<file path="src/rtl/cpu_pkg.sv">
// Shared CPU definitions: register file geometry and the register address type.
package cpu_pkg;

   localparam int unsigned REG_COUNT  = 32;
   localparam int unsigned REG_ADDR_W = 5;

   typedef logic [REG_ADDR_W-1:0] reg_addr_t;

   function automatic logic [5:0] popcount(input logic [REG_COUNT-1:0] v);
      logic [5:0] c;
      c = '0;
      for (int i = 0; i < REG_COUNT; i++) begin
         c = c + 6'(v[i]);
      end
      return c;
   endfunction

endpackage

</file>
<file path="src/rtl/busy_scoreboard.sv">
// Write-back scoreboard: per-register pending bits, pending count, issue throttle,
// RAW hazard detect and a one-cycle error pulse for unexpected write-backs.
module busy_scoreboard
   import cpu_pkg::*;
#(
   parameter int unsigned MAX_PEND = 31
) (
   input  logic                 clk,
   input  logic                 rst,
   input  logic                 issue_valid,
   input  reg_addr_t            issue_rd,
   output logic                 issue_ready,
   input  logic                 wb_valid,
   input  reg_addr_t            wb_rd,
   input  reg_addr_t            rs1,
   input  reg_addr_t            rs2,
   output logic                 hazard,
   output logic [REG_COUNT-1:0] busy_vec,
   output logic [5:0]           pend_cnt,
   output logic                 wb_err
);

   logic [REG_COUNT-1:0] busy_q, busy_d;
   logic [5:0]           cnt_q, cnt_d;
   logic                 wb_err_q, wb_err_d;
   logic                 wb_act, wb_clears, issue_act;

   always_comb begin
      wb_act      = wb_valid && (wb_rd != '0);
      wb_clears   = wb_act && busy_q[wb_rd];
      // A write-back freeing a slot this cycle lets a full scoreboard accept an issue.
      issue_ready = !((32'(cnt_q) >= MAX_PEND) && !wb_clears);
      issue_act   = issue_valid && issue_ready && (issue_rd != '0);

      busy_d = busy_q;
      if (wb_act) begin
         busy_d[wb_rd] = 1'b0;
      end
      if (issue_act) begin
         busy_d[issue_rd] = 1'b1;
      end
      cnt_d    = popcount(busy_d);
      wb_err_d = wb_act && !busy_q[wb_rd];

      hazard = ((rs1 != '0) && busy_q[rs1]) || ((rs2 != '0) && busy_q[rs2]);
   end

   always_ff @(posedge clk) begin
      if (rst) begin
         busy_q   <= '0;
         cnt_q    <= '0;
         wb_err_q <= 1'b0;
      end else begin
         busy_q   <= busy_d;
         cnt_q    <= cnt_d;
         wb_err_q <= wb_err_d;
      end
   end

   assign busy_vec = busy_q;
   assign pend_cnt = cnt_q;
   assign wb_err   = wb_err_q;

endmodule

</file>
<file path="src/rtl/reg_bank.sv">
// Architectural register file (r0 hardwired to zero) with a flat read bus and
// write-back scoreboard for decode-stage RAW stalls.
module reg_bank
   import cpu_pkg::*;
#(
   parameter int unsigned width    = 32,
   parameter int unsigned MAX_PEND = 31
) (
   input  logic                       clk,
   input  logic                       rst,
   input  logic                       issue_valid,
   input  reg_addr_t                  issue_rd,
   output logic                       issue_ready,
   input  logic                       wb_valid,
   input  reg_addr_t                  wb_rd,
   input  logic [width-1:0]           wb_data,
   input  reg_addr_t                  rs1,
   input  reg_addr_t                  rs2,
   output logic                       hazard,
   output logic [REG_COUNT*width-1:0] regs_flat,
   output logic [REG_COUNT-1:0]       busy_vec,
   output logic [5:0]                 pend_cnt,
   output logic                       wb_err
);

   logic [width-1:0] regs_q [REG_COUNT-1:1];

   always_ff @(posedge clk) begin
      if (rst) begin
         for (int k = 1; k < REG_COUNT; k++) begin
            regs_q[k] <= '0;
         end
      end else if (wb_valid && (wb_rd != '0)) begin
         regs_q[wb_rd] <= wb_data;
      end
   end

   always_comb begin
      regs_flat = '0;
      for (int k = 1; k < REG_COUNT; k++) begin
         regs_flat[k*width +: width] = regs_q[k];
      end
   end

   busy_scoreboard #(
      .MAX_PEND (MAX_PEND)
   ) u_busy_scoreboard (
      .clk         (clk),
      .rst         (rst),
      .issue_valid (issue_valid),
      .issue_rd    (issue_rd),
      .issue_ready (issue_ready),
      .wb_valid    (wb_valid),
      .wb_rd       (wb_rd),
      .rs1         (rs1),
      .rs2         (rs2),
      .hazard      (hazard),
      .busy_vec    (busy_vec),
      .pend_cnt    (pend_cnt),
      .wb_err      (wb_err)
   );

endmodule
</file>
<file path="config.mk">
export PLATFORM = sky130hd
export DESIGN_NAME = reg_bank
export DESIGN_NICKNAME = d
export VERILOG_FILES = /design/src/rtl/cpu_pkg.sv /design/src/rtl/busy_scoreboard.sv /design/src/rtl/reg_bank.sv
export SDC_FILE = /design/constraint.sdc
export NUM_CORES = 1
export LEC_CHECK = 0
export CAP_MARGIN = 25
export CELL_PAD_IN_SITES_DETAIL_PLACEMENT = 0
export CELL_PAD_IN_SITES_GLOBAL_PLACEMENT = 1
export CORE_AREA = 5 5 428 430
export DETAILED_ROUTE_END_ITERATION = 8
export DIE_AREA = 0 0 433 435
export PLACE_DENSITY = 0.54
export SLEW_MARGIN = 20
export SYNTH_ARGS = -nofsm -noshare
export SYNTH_HDL_FRONTEND = slang
export SYNTH_HIERARCHICAL = 1
export SYNTH_SLANG_ARGS = --single-unit
</file>
<file path="constraint.sdc">
create_clock -name clk -period 15 [get_ports clk]
set_input_delay 3 -clock clk [delete_from_list [all_inputs] [get_ports clk]]
set_output_delay 3 -clock clk [all_outputs]
set_load 0.03 [all_outputs]
</file>
# Word-level counts from Yosys, hierarchy flattened
# Memory sizes are Yosys's and may differ from the RTL's.
# Index checks and enable logic that the tools add are counted.
[totals] mem_bits_rw=992 out_inout_bits=1065 inputBits=56 regBits=39 wordCells=84 n_memories=1
[mem_list] name="regs_q" words=31 width=32 read_ports=31 rd_ports_with_merged_regs=0 write_ports=31 line="reg_bank.sv:26" source="logic [width-1:0] regs_q [REG_COUNT-1:1];"
[op_classes] mux=20 n_reduce_logical=19 bitwise=3 n_addsub=31 n_lt_le_gt_ge=7
[ops] op="6-bit by 1-bit adder with 6-bit output" n=30
[ops] op="32-bit 2-to-1 mux" n=3
[ops] op="32-bit bitwise AND" n=1
[ops] op="32-bit inverter" n=1
[ops] op="32-bit bitwise OR" n=1
[ops] op="32-bit OR reduction" n=1
[ops] op="5-bit by 6-bit less-than comparator with 1-bit output (second input constant)" n=4
[ops] op="5-bit nonzero test" n=4
[ops] op="1-bit binary-select mux with 5-bit select" n=3
[ops] op="1-bit 2-to-1 mux" n=11
[ops] op="1-bit demux with 5-bit select" n=2
[ops] op="5-bit by 1-bit >= comparator with 1-bit output (second input constant)" n=2
[ops] op="1-bit logical AND" n=10
[ops] op="6-bit by 5-bit >= comparator with 1-bit output (second input constant)" n=1
[ops] op="5-bit 2-to-1 mux" n=1
[ops] op="1-bit logical NOT" n=3
[ops] op="1-bit by 1-bit adder with 2-bit output" n=1
[ops] op="1-bit logical OR" n=1

# Depth between registers and ports, before layout
[depth] depth_word=40 mapped_depth=26 depth_no_buf=22

# By module
# The synthesis kept the hierarchy.
[modules_own_cells] mod="reg_bank" seq_area_each_um2=29788.6 n_inst=1 cells_per_inst=2418 area_per_inst_um2=37683.6
[modules_own_cells] mod="busy_scoreboard" seq_area_each_um2=780.7 n_inst=1 cells_per_inst=454 area_per_inst_um2=4072.7

# Worst setup path before layout
# No wires, ideal clock.
[synth_timing] path_kind="input to register" startpoint="input wb_rd[0]" endpoint="register u_busy_scoreboard.cnt_q[4] (netlist: u_busy_scoreboard/pend_cnt[4])" arrival_time_ns=8.698 stages=25 setup_ns=0.128 required_time_ns=14.872 path_buffers=4 setup_slack_ns=6.174 cell_sequence="buf_6 buf_6 buf_6 mux2i_1 o22ai_1 a22o_1 buf_2 o31ai_2 nand3_1 fa_1 inv_1 fa_1 fa_1 inv_1 fa_1 fa_1 fa_1 fa_1 inv_1 fa_1 inv_1 a21o_1 a21oi_1 xor2_1 nor2_1"
[synth_between] word_cells_on_any_way=51 classes_between="add/sub: 31; order compare: 2; mux: 6; bitwise: 3; reduce/logical: 9"
[synth_rtl] element="start, declared" line="reg_bank.sv:15" source="input reg_addr_t wb_rd,"
[synth_rtl] element="5-bit by 6-bit less-than comparator with 1-bit output (not written as such) (tied with other cells)" line="busy_scoreboard.sv:37" source="busy_d[wb_rd] = 1'b0;"
[synth_rtl] element="1-bit logical AND (not written as such) (tied with other cells)" line="busy_scoreboard.sv:37"
[synth_rtl] element="1-bit 2-to-1 mux (not written as such) or 1-bit logical AND (tied branches)" line="busy_scoreboard.sv:37, busy_scoreboard.sv:30"
[synth_rtl] element="1-bit demux with 5-bit select or 1-bit logical NOT (tied branches)"
[synth_rtl] element="32-bit inverter (no line) or 1-bit logical AND (tied branches)"
[synth_rtl] element="32-bit bitwise AND (no line) or 1-bit logical NOT (tied branches)"
[synth_rtl] element="32-bit 2-to-1 mux or 1-bit logical AND (tied branches)" line="busy_scoreboard.sv:36, busy_scoreboard.sv:33"
[synth_rtl] element="32-bit bitwise OR (no line) or 1-bit logical AND (tied branches)"
[synth_rtl] element="32-bit 2-to-1 mux (*)" line="busy_scoreboard.sv:39" source="if (issue_act) begin"
[synth_rtl] element="named net u_busy_scoreboard.busy_d[3]" line="busy_scoreboard.sv:23" source="logic [REG_COUNT-1:0] busy_q, busy_d;"
[synth_rtl] element="6-bit by 1-bit adder with 6-bit output (*) (29 in series)" line="cpu_pkg.sv:13" source="c = c + 6'(v[i]);"
[synth_rtl] element="end signal, assigned" line="busy_scoreboard.sv:55" source="cnt_q <= cnt_d;"
[synth_rtl] element="end, declared" line="busy_scoreboard.sv:24" source="logic [5:0] cnt_q, cnt_d;"
# The timed path passes the listed nets; every way through them passes the cells marked *. The select of a mux whose other input is x is not followed.
# A chain may end at the register's enable or synchronous reset.

# Worst setup path after layout
[layout_timing] startpoint="input wb_rd[1]" endpoint="register u_busy_scoreboard.cnt_q[4] (netlist: u_busy_scoreboard/pend_cnt[4])"
[layout_between] elab_chain_len=40 word_cells_on_any_way=51 classes_between="add/sub: 31; order compare: 2; mux: 6; bitwise: 3; reduce/logical: 9"
[layout_lines] element="5-bit by 6-bit less-than comparator with 1-bit output (not written as such) (tied with other cells)" line="busy_scoreboard.sv:37"
[layout_lines] element="1-bit logical AND (not written as such) (tied with other cells)" line="busy_scoreboard.sv:37"
[layout_lines] element="1-bit 2-to-1 mux (not written as such) or 1-bit logical AND (tied branches)" line="busy_scoreboard.sv:37, busy_scoreboard.sv:30"
[layout_lines] element="1-bit demux with 5-bit select or 1-bit logical NOT (tied branches)"
[layout_lines] element="32-bit inverter (no line) or 1-bit logical AND (tied branches)"
[layout_lines] element="32-bit bitwise AND (no line) or 1-bit logical NOT (tied branches)"
[layout_lines] element="32-bit 2-to-1 mux or 1-bit logical AND (tied branches)" line="busy_scoreboard.sv:36, busy_scoreboard.sv:33"
[layout_lines] element="32-bit bitwise OR (no line) or 1-bit logical AND (tied branches)"
[layout_lines] element="32-bit 2-to-1 mux (*)" line="busy_scoreboard.sv:39"
[layout_lines] element="1-bit by 1-bit adder with 2-bit output" line="cpu_pkg.sv:13"
[layout_lines] element="6-bit by 1-bit adder with 6-bit output (29 in series)" line="cpu_pkg.sv:13"
[layout_lines] element="6-bit by 1-bit adder with 6-bit output (*)" line="cpu_pkg.sv:13"
# Every way passes the cells marked *; elsewhere a longest branch is shown, timed or not. The select of a mux whose other input is x is not followed.

==> impl_metrics.ini <==
[place]
dp.final_hpwl_mm = 134.8
pre_cts_ws_ps = 4613
place_congestion = 0.8340
io_buffers = 1088

[route]
wl_per_cell_um = 32.69
postRouteAntennaNets = 0
wl_met2_mm = 101.8
drc = 0
drt-pass1-iter-count = 7
met1_length_mm = 81.95
wl_met3_mm = 15.44
drt-total-wl_mm = 206.9
top_layer = met5
first_iter_violations = 2550
vias = 29958
detail_route.vias_per_cell = 4.732

[timing]
final.setup_skew_ps = 19.12
finalCriticalPeriod_ps = 9735
fin_hold_ws_ps = 588.8
setup_ws_ps = 5265
drv_slew = 0
max-slew-margin-rel = 0.2060
finalCritPeriodShare = 0.6490
rsz0062_at_grt = no
setup_tns_ps = 0
final_hold_viol_count = 0
setup_viol_count_final = 0
fmaxAchievable_mhz = 102.7
tightestPinTransition_ps = 1191

[clocking]
cts_tree = done
cts_buffers = 117
cts_htree_levels = 3
cts.root.buffer_cell = clkbuf_16
ctsHoldBuffers = 0
cts_setup_buffers = 0
insertion_delay_ps = 750
clock_path_buffers = 3
clkTransAtPathRegs_ps = 70
cts_resized = 0
clock-sinks = 1031

[critical_path]
crit_required_ps = 15590
r2r_start = u_busy_scoreboard/busy_vec[25]
crit_arrival_ps = 10330
crit_start = wb_rd[1]
setup.worst_path.end_class = register
reg2reg_depth = 21
r2r_slack_ps = 7910
critical_path_class = in2reg
reg2reg_to = u_busy_scoreboard/pend_cnt[4]
crit_path_start_kind = input port
crit_fanout = 22

[logic_synthesis]
synthArstFlopShare = 0
yosys.area.top_type = edfxtp_1
synth_area_leaders = edfxtp_1, nor3_1, nor3_2
synth_warnings = 6
synth-seq-cells = 1031
yosysSeqAreaShare = 0.7321
synth_cell_types = 53
yosysTopAreaCellShare = 0.7134
synth-edff-count = 992
avgSynthCellArea_um2 = 14.54
syn_area_um2 = 41760
synth_flop_cell = edfxtp_1
synthCells = 2872

[cells_and_area]
drive_gt1_frac = 0.1357
fillerInstances = 17912
syn2layout_area_growth_pct = 40.90
fin_nets = 3946
post-route-util = 0.3280

[global_route]
grt_max_degree = 161
grt-ovfl-total = 0
grt_pass1_wl_mm = 275.3
first_global_vias = 29433
track_usage = 0.2123
antenna_found_initial = 10

[min_path]
hold_depth = 1
hold_class = reg2reg
whs_endpoint = u_busy_scoreboard/busy_vec[0]
hp-start = u_busy_scoreboard/busy_vec[0]

[power_and_ir_drop]
pwr_density_cell_nw_per_um2 = 122.5
p_leak_nw = 18.21
irDropWorstVdd_uv = 93.69

[floorplanning]
rows = 156
io_pins = 1121
die_width_um = 433
die-area_um2 = 188400
die_h_um = 435
initial_core_util = 0.2328
coreArea_um2 = 179400

[outcome]
status = completed

[flow_run]
max-cap-violations = 0
[kinds of logic after synthesis]
family | count (synthesis) | share of synthesized area
XOR/XNOR | 2 | 0.0004196
other | 1 | 0.00008981
AO/OA/AOI/OAI | 141 | 0.02703
flip-flops | 1031 | 0.7321
buffers and inverters | 419 | 0.04812
AND/OR/NAND/NOR | 1208 | 0.1632
multiplexers | 38 | 0.01510
adder cells (fa/ha/maj) | 32 | 0.01390
[worst max-delay path by stage]
stage	endpoint	cells past startpoint
after floorplan	u_busy_scoreboard/pend_cnt[4]	25
after global placement	u_busy_scoreboard/pend_cnt[4]	21
after detailed placement	u_busy_scoreboard/pend_cnt[4]	21
after CTS	u_busy_scoreboard/pend_cnt[4]	21
after global routing	u_busy_scoreboard/pend_cnt[4]	21
final	u_busy_scoreboard/pend_cnt[4]	21
[stage by stage]
stage	cell area, µm²	instances	power [mW]
after floorplan	41870	2903	3.937
after global placement	55100	6104	4.512
after detailed placement	55200	6108	4.514
after CTS	58800	6326	7.282
after global routing	58830	6328	7.425
final	58840	6331	7.206
[final cells by class]
cell class | instances | area, µm² | share of cell area
diodes | 4 | 10.01 | 0.0001701
well taps | 2370 | 2965 | 0.05040
clock buffers | 159 | 3149 | 0.05353
repair buffers | 1190 | 11780 | 0.2002
clock inverters | 59 | 451.7 | 0.007677
flip-flops and latches | 1031 | 30570 | 0.5196
inverters | 65 | 244.0 | 0.004147
multi-input cells | 1453 | 9664 | 0.1643
[cells in the mapped netlist (all sizes together), types with 2 or more instances]
library cell	n
or2	4
xor2	2
a31oi	29
fa	24
nor4bb	2
mux4	20
nor3	898
and3b	2
nand4bb	2
or3	3
or3b	6
nand2b	5
nand3b	8
nor2b	6
o21bai	25
a21o	8
a21oi	4
and2	5
edfxtp	992
dfxtp	39
o22ai	4
and3	15
nand3	22
nor2	142
inv	33
a22oi	2
nand4b	33
ha	8
nand2	46
clkbuf	191
o21ai	28
mux2i	18
buf	163
clkinv	32
nor3b	7
a22o	2
o31ai	34
[metal layers]
layer	vias to the layer above	track usage
met1	15629	0.2633
met2	1341	0.3610
met5	-	0
li1	12706	-
met3	276	0.05341
met4	6	0.06963
[worst max-delay path, cell delays in order]
cell and delay, ps:
clkdlybuf4s50_1 1070, inv_1 340, o221ai_4 710, buf_4 460, o31ai_2 110, and3_1 230
fa_1 580, fa_1 500, fa_1 510, inv_1 50, fa_1 490, fa_1 570
fa_1 440, fa_1 390, inv_1 80, fa_1 200, inv_1 50, a21o_1 150
a21oi_1 170, xor2_1 170, nor2_1 60
[power by group]
part | switching [mW] | internal (mW)
Sequential | 0.0509 | 3.30
Clock | 1.22 | 1.55
Combinational | 0.770 | 0.315
[flip-flops by register name, indices dropped and copies added, names as in the netlist]
| register | flops |
|---|---|
| regs_q | 992 |
| u_busy_scoreboard/busy_vec | 32 |
| u_busy_scoreboard/pend_cnt | 6 |
| u_busy_scoreboard/wb_err | 1 |
[placed cells by master (no fill, tap or decap), types with 5 or more instances in the layout]
cell	instances
dfxtp_1	39
nand4b_1	33
fa_1	24
clkdlybuf4s50_1	1083
nor2b_1	6
ha_1	8
inv_2	32
nor3_1	752
o21bai_4	24
clkbuf_16	120
bufinv_16	5
clkbuf_1	39
nand2b_1	5
nand3b_1	8
inv_1	33
nor3b_1	6
nor2_1	142
nand3_1	21
edfxtp_1	992
a31oi_1	29
buf_12	7
buf_4	93
a21o_2	5
mux2i_1	18
nor3_2	146
clkinv_1	28
conb_1	32
and2_1	5
nand2_1	46
clkinv_2	12
mux4_2	20
clkinvlp_4	6
o21ai_0	28
o31ai_2	27
and3_1	15
(Power assumes the default switching activity.)
